[config.mk]
export PLATFORM = sky130hd
export DESIGN_NAME = floating_point_divider_flat
export DESIGN_NICKNAME = d
export VERILOG_FILES = /design/src/rtl/floating_point_divider_if.sv /design/src/rtl/floating_point_divider.sv /design/src/flat_wrapper.sv
export SDC_FILE = /design/constraint.sdc
export NUM_CORES = 1
export LEC_CHECK = 0
export ABC_AREA = 1
export CAP_MARGIN = 5
export CORE_AREA = 2 2 146 148
export DETAILED_ROUTE_END_ITERATION = 6
export DIE_AREA = 0 0 148 150
export GPL_TIMING_DRIVEN = 0
export PLACE_DENSITY = 0.85
export SYNTH_ARGS = -nofsm -noshare
export SYNTH_HDL_FRONTEND = slang
export SYNTH_SLANG_ARGS = --single-unit
[constraint.sdc]
create_clock -name clk -period 3.8 [get_ports clk]
set_input_delay 0.38 -clock clk [delete_from_list [all_inputs] [get_ports clk]]
set_output_delay 0.38 -clock clk [all_outputs]
set_load 0.005 [all_outputs]
[src/rtl/floating_point_divider_if.sv]
// ---------------------------------------------------------------------------
// floating_point_divider_if
//
// Groups the operand and result handshakes of the floating-point divider.
//   in_valid / in_ready   : operand handshake (a, b accepted when both high)
//   a, b                  : dividend and divisor
//   out_valid / out_ready : result handshake
//   out                   : quotient
//   underflow_flag, overflow_flag, invalid_operation_flag, divide_by_zero_flag
//                         : result flags, meaningful only while out_valid=1
// Modports:
//   master : the side that supplies operands and consumes results
//   slave  : the divider itself
// ---------------------------------------------------------------------------
interface floating_point_divider_if #(
  parameter int ExponentWidth = 8,
  parameter int MantissaWidth = 23
);
  localparam int FloatBitWidth = ExponentWidth + MantissaWidth + 1;

  logic                     in_valid;
  logic                     in_ready;
  logic [FloatBitWidth-1:0] a;
  logic [FloatBitWidth-1:0] b;
  logic                     out_valid;
  logic                     out_ready;
  logic [FloatBitWidth-1:0] out;
  logic                     underflow_flag;
  logic                     overflow_flag;
  logic                     invalid_operation_flag;
  logic                     divide_by_zero_flag;

  modport master (
    output in_valid, a, b, out_ready,
    input  in_ready, out_valid, out,
    input  underflow_flag, overflow_flag, invalid_operation_flag, divide_by_zero_flag
  );

  modport slave (
    input  in_valid, a, b, out_ready,
    output in_ready, out_valid, out,
    output underflow_flag, overflow_flag, invalid_operation_flag, divide_by_zero_flag
  );
endinterface

[src/rtl/floating_point_divider.sv]
// ---------------------------------------------------------------------------
// floating_point_divider
//
// Sequential IEEE-754-style divider, out = a / b. Restoring division retires
// one quotient bit per cycle, followed by a single normalise + round-to-
// nearest-even cycle. Special operands bypass the divider and produce their
// result one edge after acceptance. Denormal inputs are read as signed zero
// and results never become denormal (they flush to zero).
//
// Ports:
//   clk   : rising-edge clock
//   rst_n : synchronous reset, active low; discards any operation in flight
//   bus   : floating_point_divider_if.slave
//           in_valid/in_ready, a, b           - operand handshake
//           out_valid/out_ready, out, flags   - result handshake (stallable)
// ---------------------------------------------------------------------------
module floating_point_divider #(
  parameter int ExponentWidth = 8,
  parameter int MantissaWidth = 23
) (
  input  logic                    clk,
  input  logic                    rst_n,
  floating_point_divider_if.slave bus
);

  localparam int FloatBitWidth = ExponentWidth + MantissaWidth + 1;
  // integer bit + fraction + guard + round, plus one spare so that a
  // quotient below 1.0 still has a full-precision significand after the
  // normalising left shift.
  localparam int QuotWidth     = MantissaWidth + 4;
  localparam int ExpCalcWidth  = ExponentWidth + 2;
  localparam int CountWidth    = $clog2(QuotWidth + 1);
  localparam int BiasInt       = (1 << (ExponentWidth - 1)) - 1;
  localparam int ExpMaxInt     = (1 << ExponentWidth) - 1;

  typedef enum logic [2:0] {
    ST_IDLE,
    ST_DIVIDE,
    ST_ROUND,
    ST_SPECIAL,
    ST_DONE
  } state_t;

  // Zero/denormal exponent or all-ones exponent on either side means the
  // quotient is decided without dividing.
  function automatic logic is_special(input logic [FloatBitWidth-1:0] x,
                                      input logic [FloatBitWidth-1:0] y);
    logic [ExponentWidth-1:0] ex;
    logic [ExponentWidth-1:0] ey;
    ex = x[FloatBitWidth-2 -: ExponentWidth];
    ey = y[FloatBitWidth-2 -: ExponentWidth];
    return (ex == '0) || (&ex) || (ey == '0) || (&ey);
  endfunction

  // -------------------------------------------------------------------------
  // State
  // -------------------------------------------------------------------------
  state_t                    state_q, state_d;
  logic                      in_ready_q, in_ready_d;
  logic [FloatBitWidth-1:0]  a_q, a_d;
  logic [FloatBitWidth-1:0]  b_q, b_d;
  logic [MantissaWidth+1:0]  rem_q, rem_d;
  logic [MantissaWidth:0]    div_q, div_d;
  logic [QuotWidth-1:0]      quot_q, quot_d;
  logic [CountWidth-1:0]     count_q, count_d;
  logic [FloatBitWidth-1:0]  out_q, out_d;
  logic                      out_valid_q, out_valid_d;
  logic                      underflow_flag_q, underflow_flag_d;
  logic                      overflow_flag_q, overflow_flag_d;
  logic                      invalid_flag_q, invalid_flag_d;
  logic                      dbz_flag_q, dbz_flag_d;

  // -------------------------------------------------------------------------
  // Field decode of the latched operands
  // -------------------------------------------------------------------------
  logic                     sign_a, sign_b, res_sign;
  logic [ExponentWidth-1:0] exp_a, exp_b;
  logic [MantissaWidth-1:0] frac_a, frac_b;
  logic                     a_zero, b_zero, a_inf, b_inf, a_nan, b_nan;

  always_comb begin
    sign_a   = a_q[FloatBitWidth-1];
    sign_b   = b_q[FloatBitWidth-1];
    exp_a    = a_q[FloatBitWidth-2 -: ExponentWidth];
    exp_b    = b_q[FloatBitWidth-2 -: ExponentWidth];
    frac_a   = a_q[MantissaWidth-1:0];
    frac_b   = b_q[MantissaWidth-1:0];
    res_sign = sign_a ^ sign_b;
    a_zero   = (exp_a == '0);
    b_zero   = (exp_b == '0);
    a_inf    = (&exp_a) && (frac_a == '0);
    b_inf    = (&exp_b) && (frac_b == '0);
    a_nan    = (&exp_a) && (frac_a != '0);
    b_nan    = (&exp_b) && (frac_b != '0);
  end

  // -------------------------------------------------------------------------
  // Special-value result, in priority order
  // -------------------------------------------------------------------------
  logic [FloatBitWidth-1:0] sp_out;
  logic                     sp_uf, sp_of, sp_inv, sp_dbz;

  always_comb begin
    sp_out = '0;
    sp_uf  = 1'b0;
    sp_of  = 1'b0;
    sp_inv = 1'b0;
    sp_dbz = 1'b0;
    if (a_nan) begin
      // NaN keeps the sign of the first NaN operand and is quietened to the
      // canonical payload.
      sp_out = {sign_a, {ExponentWidth{1'b1}}, 1'b1, {(MantissaWidth-1){1'b0}}};
      sp_inv = 1'b1;
    end else if (b_nan) begin
      sp_out = {sign_b, {ExponentWidth{1'b1}}, 1'b1, {(MantissaWidth-1){1'b0}}};
      sp_inv = 1'b1;
    end else if ((a_zero && b_zero) || (a_inf && b_inf)) begin
      sp_out = {1'b0, {ExponentWidth{1'b1}}, 1'b1, {(MantissaWidth-1){1'b0}}};
      sp_inv = 1'b1;
    end else if (a_inf) begin
      sp_out = {res_sign, {ExponentWidth{1'b1}}, {MantissaWidth{1'b0}}};
      sp_of  = 1'b1;
    end else if (b_zero) begin
      sp_out = {res_sign, {ExponentWidth{1'b1}}, {MantissaWidth{1'b0}}};
      sp_dbz = 1'b1;
    end else begin
      // 0 / finite or finite / inf
      sp_out = {res_sign, {(FloatBitWidth-1){1'b0}}};
    end
  end

  // -------------------------------------------------------------------------
  // Restoring division step
  // -------------------------------------------------------------------------
  logic [MantissaWidth+1:0] rem_diff;
  logic                     rem_ge;
  logic [MantissaWidth+1:0] rem_step;

  always_comb begin
    rem_ge   = (rem_q >= {1'b0, div_q});
    rem_diff = rem_q - {1'b0, div_q};
    // The partial remainder is always below the divisor after the restore,
    // so doubling it never loses the top bit.
    rem_step = rem_ge ? {rem_diff[MantissaWidth:0], 1'b0}
                      : {rem_q[MantissaWidth:0], 1'b0};
  end

  // -------------------------------------------------------------------------
  // Normalise and round (RNE)
  // -------------------------------------------------------------------------
  logic                            norm;
  logic [MantissaWidth-1:0]        frac_pre;
  logic                            guard_bit, sticky_bit, round_up;
  logic [MantissaWidth-1:0]        frac_rnd;
  logic                            rnd_carry;
  logic signed [ExpCalcWidth-1:0]  exp_calc;
  logic [FloatBitWidth-1:0]        rnd_out;
  logic                            rnd_uf, rnd_of;

  always_comb begin
    // Quotient of two [1,2) significands lies in (0.5, 2): a clear integer
    // bit means one left shift is needed.
    norm       = ~quot_q[QuotWidth-1];
    frac_pre   = norm ? quot_q[QuotWidth-3:2] : quot_q[QuotWidth-2:3];
    guard_bit  = norm ? quot_q[1] : quot_q[2];
    sticky_bit = (norm ? quot_q[0] : (|quot_q[1:0])) | (|rem_q);
    round_up   = guard_bit & (sticky_bit | frac_pre[0]);
    // A carry out of the fraction means the significand rounded up to 2.0:
    // the fraction is already all zeros, only the exponent moves.
    {rnd_carry, frac_rnd} = {1'b0, frac_pre} + {{MantissaWidth{1'b0}}, round_up};
    exp_calc   = $signed({2'b00, exp_a}) - $signed({2'b00, exp_b})
               + $signed(ExpCalcWidth'(BiasInt))
               - $signed(ExpCalcWidth'(norm))
               + $signed(ExpCalcWidth'(rnd_carry));
    rnd_uf  = 1'b0;
    rnd_of  = 1'b0;
    rnd_out = {res_sign, exp_calc[ExponentWidth-1:0], frac_rnd};
    if (exp_calc >= $signed(ExpCalcWidth'(ExpMaxInt))) begin
      rnd_out = {res_sign, {ExponentWidth{1'b1}}, {MantissaWidth{1'b0}}};
      rnd_of  = 1'b1;
    end else if (exp_calc[ExpCalcWidth-1] || (exp_calc == '0)) begin
      rnd_out = {res_sign, {(FloatBitWidth-1){1'b0}}};
      rnd_uf  = 1'b1;
    end
  end

  // -------------------------------------------------------------------------
  // Next-state logic
  // -------------------------------------------------------------------------
  always_comb begin
    state_d          = state_q;
    a_d              = a_q;
    b_d              = b_q;
    rem_d            = rem_q;
    div_d            = div_q;
    quot_d           = quot_q;
    count_d          = count_q;
    out_d            = out_q;
    out_valid_d      = out_valid_q;
    underflow_flag_d = underflow_flag_q;
    overflow_flag_d  = overflow_flag_q;
    invalid_flag_d   = invalid_flag_q;
    dbz_flag_d       = dbz_flag_q;

    case (state_q)
      ST_IDLE: begin
        if (bus.in_valid) begin
          a_d     = bus.a;
          b_d     = bus.b;
          count_d = '0;
          state_d = is_special(bus.a, bus.b) ? ST_SPECIAL : ST_DIVIDE;
        end
      end

      ST_DIVIDE: begin
        if (count_q == '0) begin
          // First edge unpacks the latched operands into the datapath.
          rem_d  = {1'b0, 1'b1, frac_a};
          div_d  = {1'b1, frac_b};
          quot_d = '0;
        end else begin
          rem_d  = rem_step;
          quot_d = {quot_q[QuotWidth-2:0], rem_ge};
        end
        count_d = count_q + CountWidth'(1);
        if (count_q == CountWidth'(QuotWidth)) begin
          state_d = ST_ROUND;
        end
      end

      ST_ROUND: begin
        out_d            = rnd_out;
        underflow_flag_d = rnd_uf;
        overflow_flag_d  = rnd_of;
        invalid_flag_d   = 1'b0;
        dbz_flag_d       = 1'b0;
        out_valid_d      = 1'b1;
        state_d          = ST_DONE;
      end

      ST_SPECIAL: begin
        out_d            = sp_out;
        underflow_flag_d = sp_uf;
        overflow_flag_d  = sp_of;
        invalid_flag_d   = sp_inv;
        dbz_flag_d       = sp_dbz;
        out_valid_d      = 1'b1;
        state_d          = ST_DONE;
      end

      ST_DONE: begin
        if (bus.out_ready) begin
          out_valid_d = 1'b0;
          state_d     = ST_IDLE;
        end
      end

      default: begin
        state_d = ST_IDLE;
      end
    endcase

    in_ready_d = (state_d == ST_IDLE);
  end

  // -------------------------------------------------------------------------
  // Registers
  // -------------------------------------------------------------------------
  always_ff @(posedge clk) begin
    if (!rst_n) begin
      state_q          <= ST_IDLE;
      in_ready_q       <= 1'b1;
      a_q              <= '0;
      b_q              <= '0;
      rem_q            <= '0;
      div_q            <= '0;
      quot_q           <= '0;
      count_q          <= '0;
      out_q            <= '0;
      out_valid_q      <= 1'b0;
      underflow_flag_q <= 1'b0;
      overflow_flag_q  <= 1'b0;
      invalid_flag_q   <= 1'b0;
      dbz_flag_q       <= 1'b0;
    end else begin
      state_q          <= state_d;
      in_ready_q       <= in_ready_d;
      a_q              <= a_d;
      b_q              <= b_d;
      rem_q            <= rem_d;
      div_q            <= div_d;
      quot_q           <= quot_d;
      count_q          <= count_d;
      out_q            <= out_d;
      out_valid_q      <= out_valid_d;
      underflow_flag_q <= underflow_flag_d;
      overflow_flag_q  <= overflow_flag_d;
      invalid_flag_q   <= invalid_flag_d;
      dbz_flag_q       <= dbz_flag_d;
    end
  end

  assign bus.in_ready               = in_ready_q;
  assign bus.out_valid              = out_valid_q;
  assign bus.out                    = out_q;
  assign bus.underflow_flag         = underflow_flag_q;
  assign bus.overflow_flag          = overflow_flag_q;
  assign bus.invalid_operation_flag = invalid_flag_q;
  assign bus.divide_by_zero_flag    = dbz_flag_q;

endmodule
[src/flat_wrapper.sv]
// flat-port wrapper written by rule: the top's interface ports become plain ports
module floating_point_divider_flat 
#(
  parameter int ExponentWidth = 8,
  parameter int MantissaWidth = 23
)
  (clk, rst_n, bus_in_valid, bus_a, bus_b, bus_out_ready, bus_in_ready, bus_out_valid, bus_out, bus_underflow_flag, bus_overflow_flag, bus_invalid_operation_flag, bus_divide_by_zero_flag);
  floating_point_divider_if #(.ExponentWidth(ExponentWidth), .MantissaWidth(MantissaWidth)) bus_i ();
  input  logic clk;
  input  logic rst_n;
  input wire logic [$bits(bus_i.in_valid)-1:0] bus_in_valid;
  input wire logic [$bits(bus_i.a)-1:0] bus_a;
  input wire logic [$bits(bus_i.b)-1:0] bus_b;
  input wire logic [$bits(bus_i.out_ready)-1:0] bus_out_ready;
  output wire logic [$bits(bus_i.in_ready)-1:0] bus_in_ready;
  output wire logic [$bits(bus_i.out_valid)-1:0] bus_out_valid;
  output wire logic [$bits(bus_i.out)-1:0] bus_out;
  output wire logic [$bits(bus_i.underflow_flag)-1:0] bus_underflow_flag;
  output wire logic [$bits(bus_i.overflow_flag)-1:0] bus_overflow_flag;
  output wire logic [$bits(bus_i.invalid_operation_flag)-1:0] bus_invalid_operation_flag;
  output wire logic [$bits(bus_i.divide_by_zero_flag)-1:0] bus_divide_by_zero_flag;
  assign bus_i.in_valid = bus_in_valid;
  assign bus_i.a = bus_a;
  assign bus_i.b = bus_b;
  assign bus_i.out_ready = bus_out_ready;
  assign bus_in_ready = bus_i.in_ready;
  assign bus_out_valid = bus_i.out_valid;
  assign bus_out = bus_i.out;
  assign bus_underflow_flag = bus_i.underflow_flag;
  assign bus_overflow_flag = bus_i.overflow_flag;
  assign bus_invalid_operation_flag = bus_i.invalid_operation_flag;
  assign bus_divide_by_zero_flag = bus_i.divide_by_zero_flag;
  floating_point_divider #(.ExponentWidth(ExponentWidth), .MantissaWidth(MantissaWidth)) u_core (.clk(clk), .rst_n(rst_n), .bus(bus_i));
endmodule
==> metrics.cfg <==
[clocking]
insertion_delay_ns = 0.44
cts_hold_buf = 0
clockBufferDepth = 2
root_buffer = clkbuf_16
cts_buffers = 17
cts.sinks = 186
path_clk_slew_ns = 0.07
htreeDepth = 4
cts_tree = yes

[placement]
place_inst = 2102
place_congestion = 0.996
hpwl_um = 25000
port_buffers = 105

[setup_path]
cp_slowest_stage_delay_ns = 0.38
cp.buffers_inverters = 23
crit_top_cell = buf_4
cpLargestDelayFamily = buffers and inverters
crit_required_ns = 4.10
ff2ff_path_depth = 32
crit_cells = 32
start_kind = flop
timing.rr.start = u_core.quot_q[26]
cp_max_fo = 7
worstSetupStartpoint = u_core.quot_q[26]
critPathSlowestCell = dfxtp_4
arrival_ns = 4.52
endpoint_kind = flop
critPathKind = reg -> reg

[die]
ioPinCount = 106
core_area_um2 = 20700
die_x_um = 148
initial_core_util = 0.538
dieHeight_um = 150
die-area_um2 = 22200
rows = 53

[global_routing]
grt_pass1_vias = 11500
grt_antenna_before_repair = 0
grtUsageTotal = 0.313
grt-ovfl-total = 0
grt_pass1_wl_um = 55800
grt_max_degree = 17

[logic_synthesis]
synth-main-ff-cell = dfxtp_1
synth_nets = 1836
ys_ff_latch = 186
yosysSeqAreaShare = 0.335
netlist_instances = 1722
yosysUniqueCellTypes = 43
synth_top_area_frac = 0.335
ys_top_cells_by_area = dfxtp_1 33%, nand2_1 13%, inv_1 8.8%
syn_area_um2 = 11100
async_flop_share = 0
synth.avg_cell_area_um2 = 6.46
synth-edff-count = 0
yosys_warnings = 0
synth_area_leader_cell = dfxtp_1

[routing]
ant_nets = 0
dr.pass1.iters = 7
avgRoutedWirePerCell_um = 16.8
drt_iter0_markers = 1541
drt-total-wl_um = 37400
vias = 12800
drc = 21
vias_per_cell = 5.77

[layout]
drive_gt1_frac = 0.136
antenna_cells = 0
area_growth_pct = 29.2
final_nets = 2046
fin_util = 0.695
layoutNonFillerInstCount = 2219

[power_and_ir_drop]
power.leakage_nw = 6.27
ir_worst_vdd_mv = 0.386
power_density_nw_per_um2 = 463

[timing]
finalSetupViolCount = 32
final_max_slew_viol_count = 0
period_share = 1.11
rsz0062_at_grt = true
final.setup.worst_slack_ns = -0.421
final-hold-violation-count = 0
tightest_slew_ns = 0.760
finalClockSkew_ns = 0.00855
finalCriticalPeriod_ns = 4.22
fmax_ghz = 0.237
slew_headroom = 0.489

[run_status]
status = finished with violations
violations = DRC, setup timing

[job]
maxCapViolations = 0

[worst_hold_path]
min_from = u_core.bus.out[11]
hold_path.class = reg -> reg
holdPathStages = 2

cells by family (layout without fill, tap and decap cells):
| group | after synthesis | count (layout) | synth area share |
|---|---|---|---|
| fa+ha+maj | 46 | 46 | 0.0544 |
| simple gates | 753 | 753 | 0.292 |
| flops | 186 | 186 | 0.335 |
| buf+inv | 336 | 558 | 0.119 |
| compound gates | 375 | 375 | 0.180 |
| xor+xnor | 26 | 26 | 0.0205 |
through the flow:
step / power (mW) / TNS (ns) / worst slack [ns] / instance area [µm²] / hold slack (ns)
finish: 6.65 / -8.38 / -0.421 / 14400 / 0.465
global placement: 4.30 / -22.47 / -0.783 / 12500 / 0.451
detailed placement: 4.35 / -26.97 / -0.929 / 12500 / 0.455
global route: 7.01 / -14.46 / -0.521 / 14400 / 0.490
CTS: 6.35 / -2.58 / -0.130 / 13900 / 0.466
floorplan: 3.78 / 0 / 0.327 / 11100 / 0.435
area by class of cell:
type | instances | area, µm²
plain buffers | 68 | 335
fillers | 1648 | 6310
inverters | 267 | 1010
repair buffers | 192 | 1820
flip-flops and latches | 186 | 3730
clock inverters | 13 | 191
clock buffers | 18 | 429
well taps | 275 | 344
multi-input cells | 1200 | 6530
cells in the mapped netlist (all sizes together) (16+ instances only):
| cell | count |
|---|---|
| xor2 | 16 |
| nand2 | 388 |
| buf | 21 |
| clkbuf | 48 |
| nand4 | 60 |
| dfxtp | 186 |
| nor2 | 186 |
| nand3 | 86 |
| ha | 42 |
| o21ai | 158 |
| inv | 266 |
| a21oi | 181 |
| o22ai | 22 |
routing by layer:
metal	vias up	GRT usage	routed length (µm)
li1	6005	-	-
met1	5841	0.404	14900
met2	776	0.520	17400
met3	173	0.0646	3750
met4	0	0.110	1400
met5	-	0	0
sequential cells by signal, indices dropped and copies added, names as in the netlist:
signal,count
u_core.a_q,32
u_core.b_q,32
u_core.bus.out,32
u_core.quot_q,27
u_core.rem_q,25
u_core.div_q,24
u_core.count_q,5
u_core.state_q,3
u_core.bus.divide_by_zero_flag,1
u_core.bus.in_ready,1
u_core.bus.invalid_operation_flag,1
u_core.bus.out_valid,1
u_core.bus.overflow_flag,1
u_core.bus.underflow_flag,1
power by group:
group	switching (mW)	internal (mW)	total (mW)
clock	0.807	1.11	1.91
combinational	1.68	0.938	2.62
sequential	0.0652	2.06	2.12
tightest hold or removal path, delay by kind of cell (launching register included):
| family | cells | cell delay [ns] |
|---|---|---|
| flip-flops | 1 | 0.31 |
| AND/OR/NAND/NOR | 1 | 0.06 |
| AO/OA/AOI/OAI | 1 | 0.05 |
cell usage in the layout, fill, tap and decap left out, types with 17 or more instances in the layout:
cell             synthesis  final
nand2_2                  6     26
clkdlybuf4s50_1          0    105
dfxtp_1                186    185
nand4_1                 60     60
o21ai_0                135    128
buf_4                    3     75
nand3_1                 83     74
clkbuf_16                0     17
clkbuf_1                48     49
ha_1                    42     41
inv_1                  262    256
o22ai_1                 22     22
nor2_1                 174    162
a21oi_1                177    166
nand2_1                382    346
what timing repair did:
item                       CTS  global route
setup buffers               65            19
pin swaps                   28            50
setup endpoints to repair   33            33
cloned                       5             0
gates resized for setup     65            86
final timing paths:
check	to	slack, ns
worst max-delay path	u_core.bus.out[19]	-0.42
worst min-delay path	u_core.bus.out[11]	0.47
worst max register to register	u_core.bus.out[19]	-0.42
worst min register to register	u_core.bus.out[11]	0.47
No activity file was read; power rests on OpenSTA's default activity.
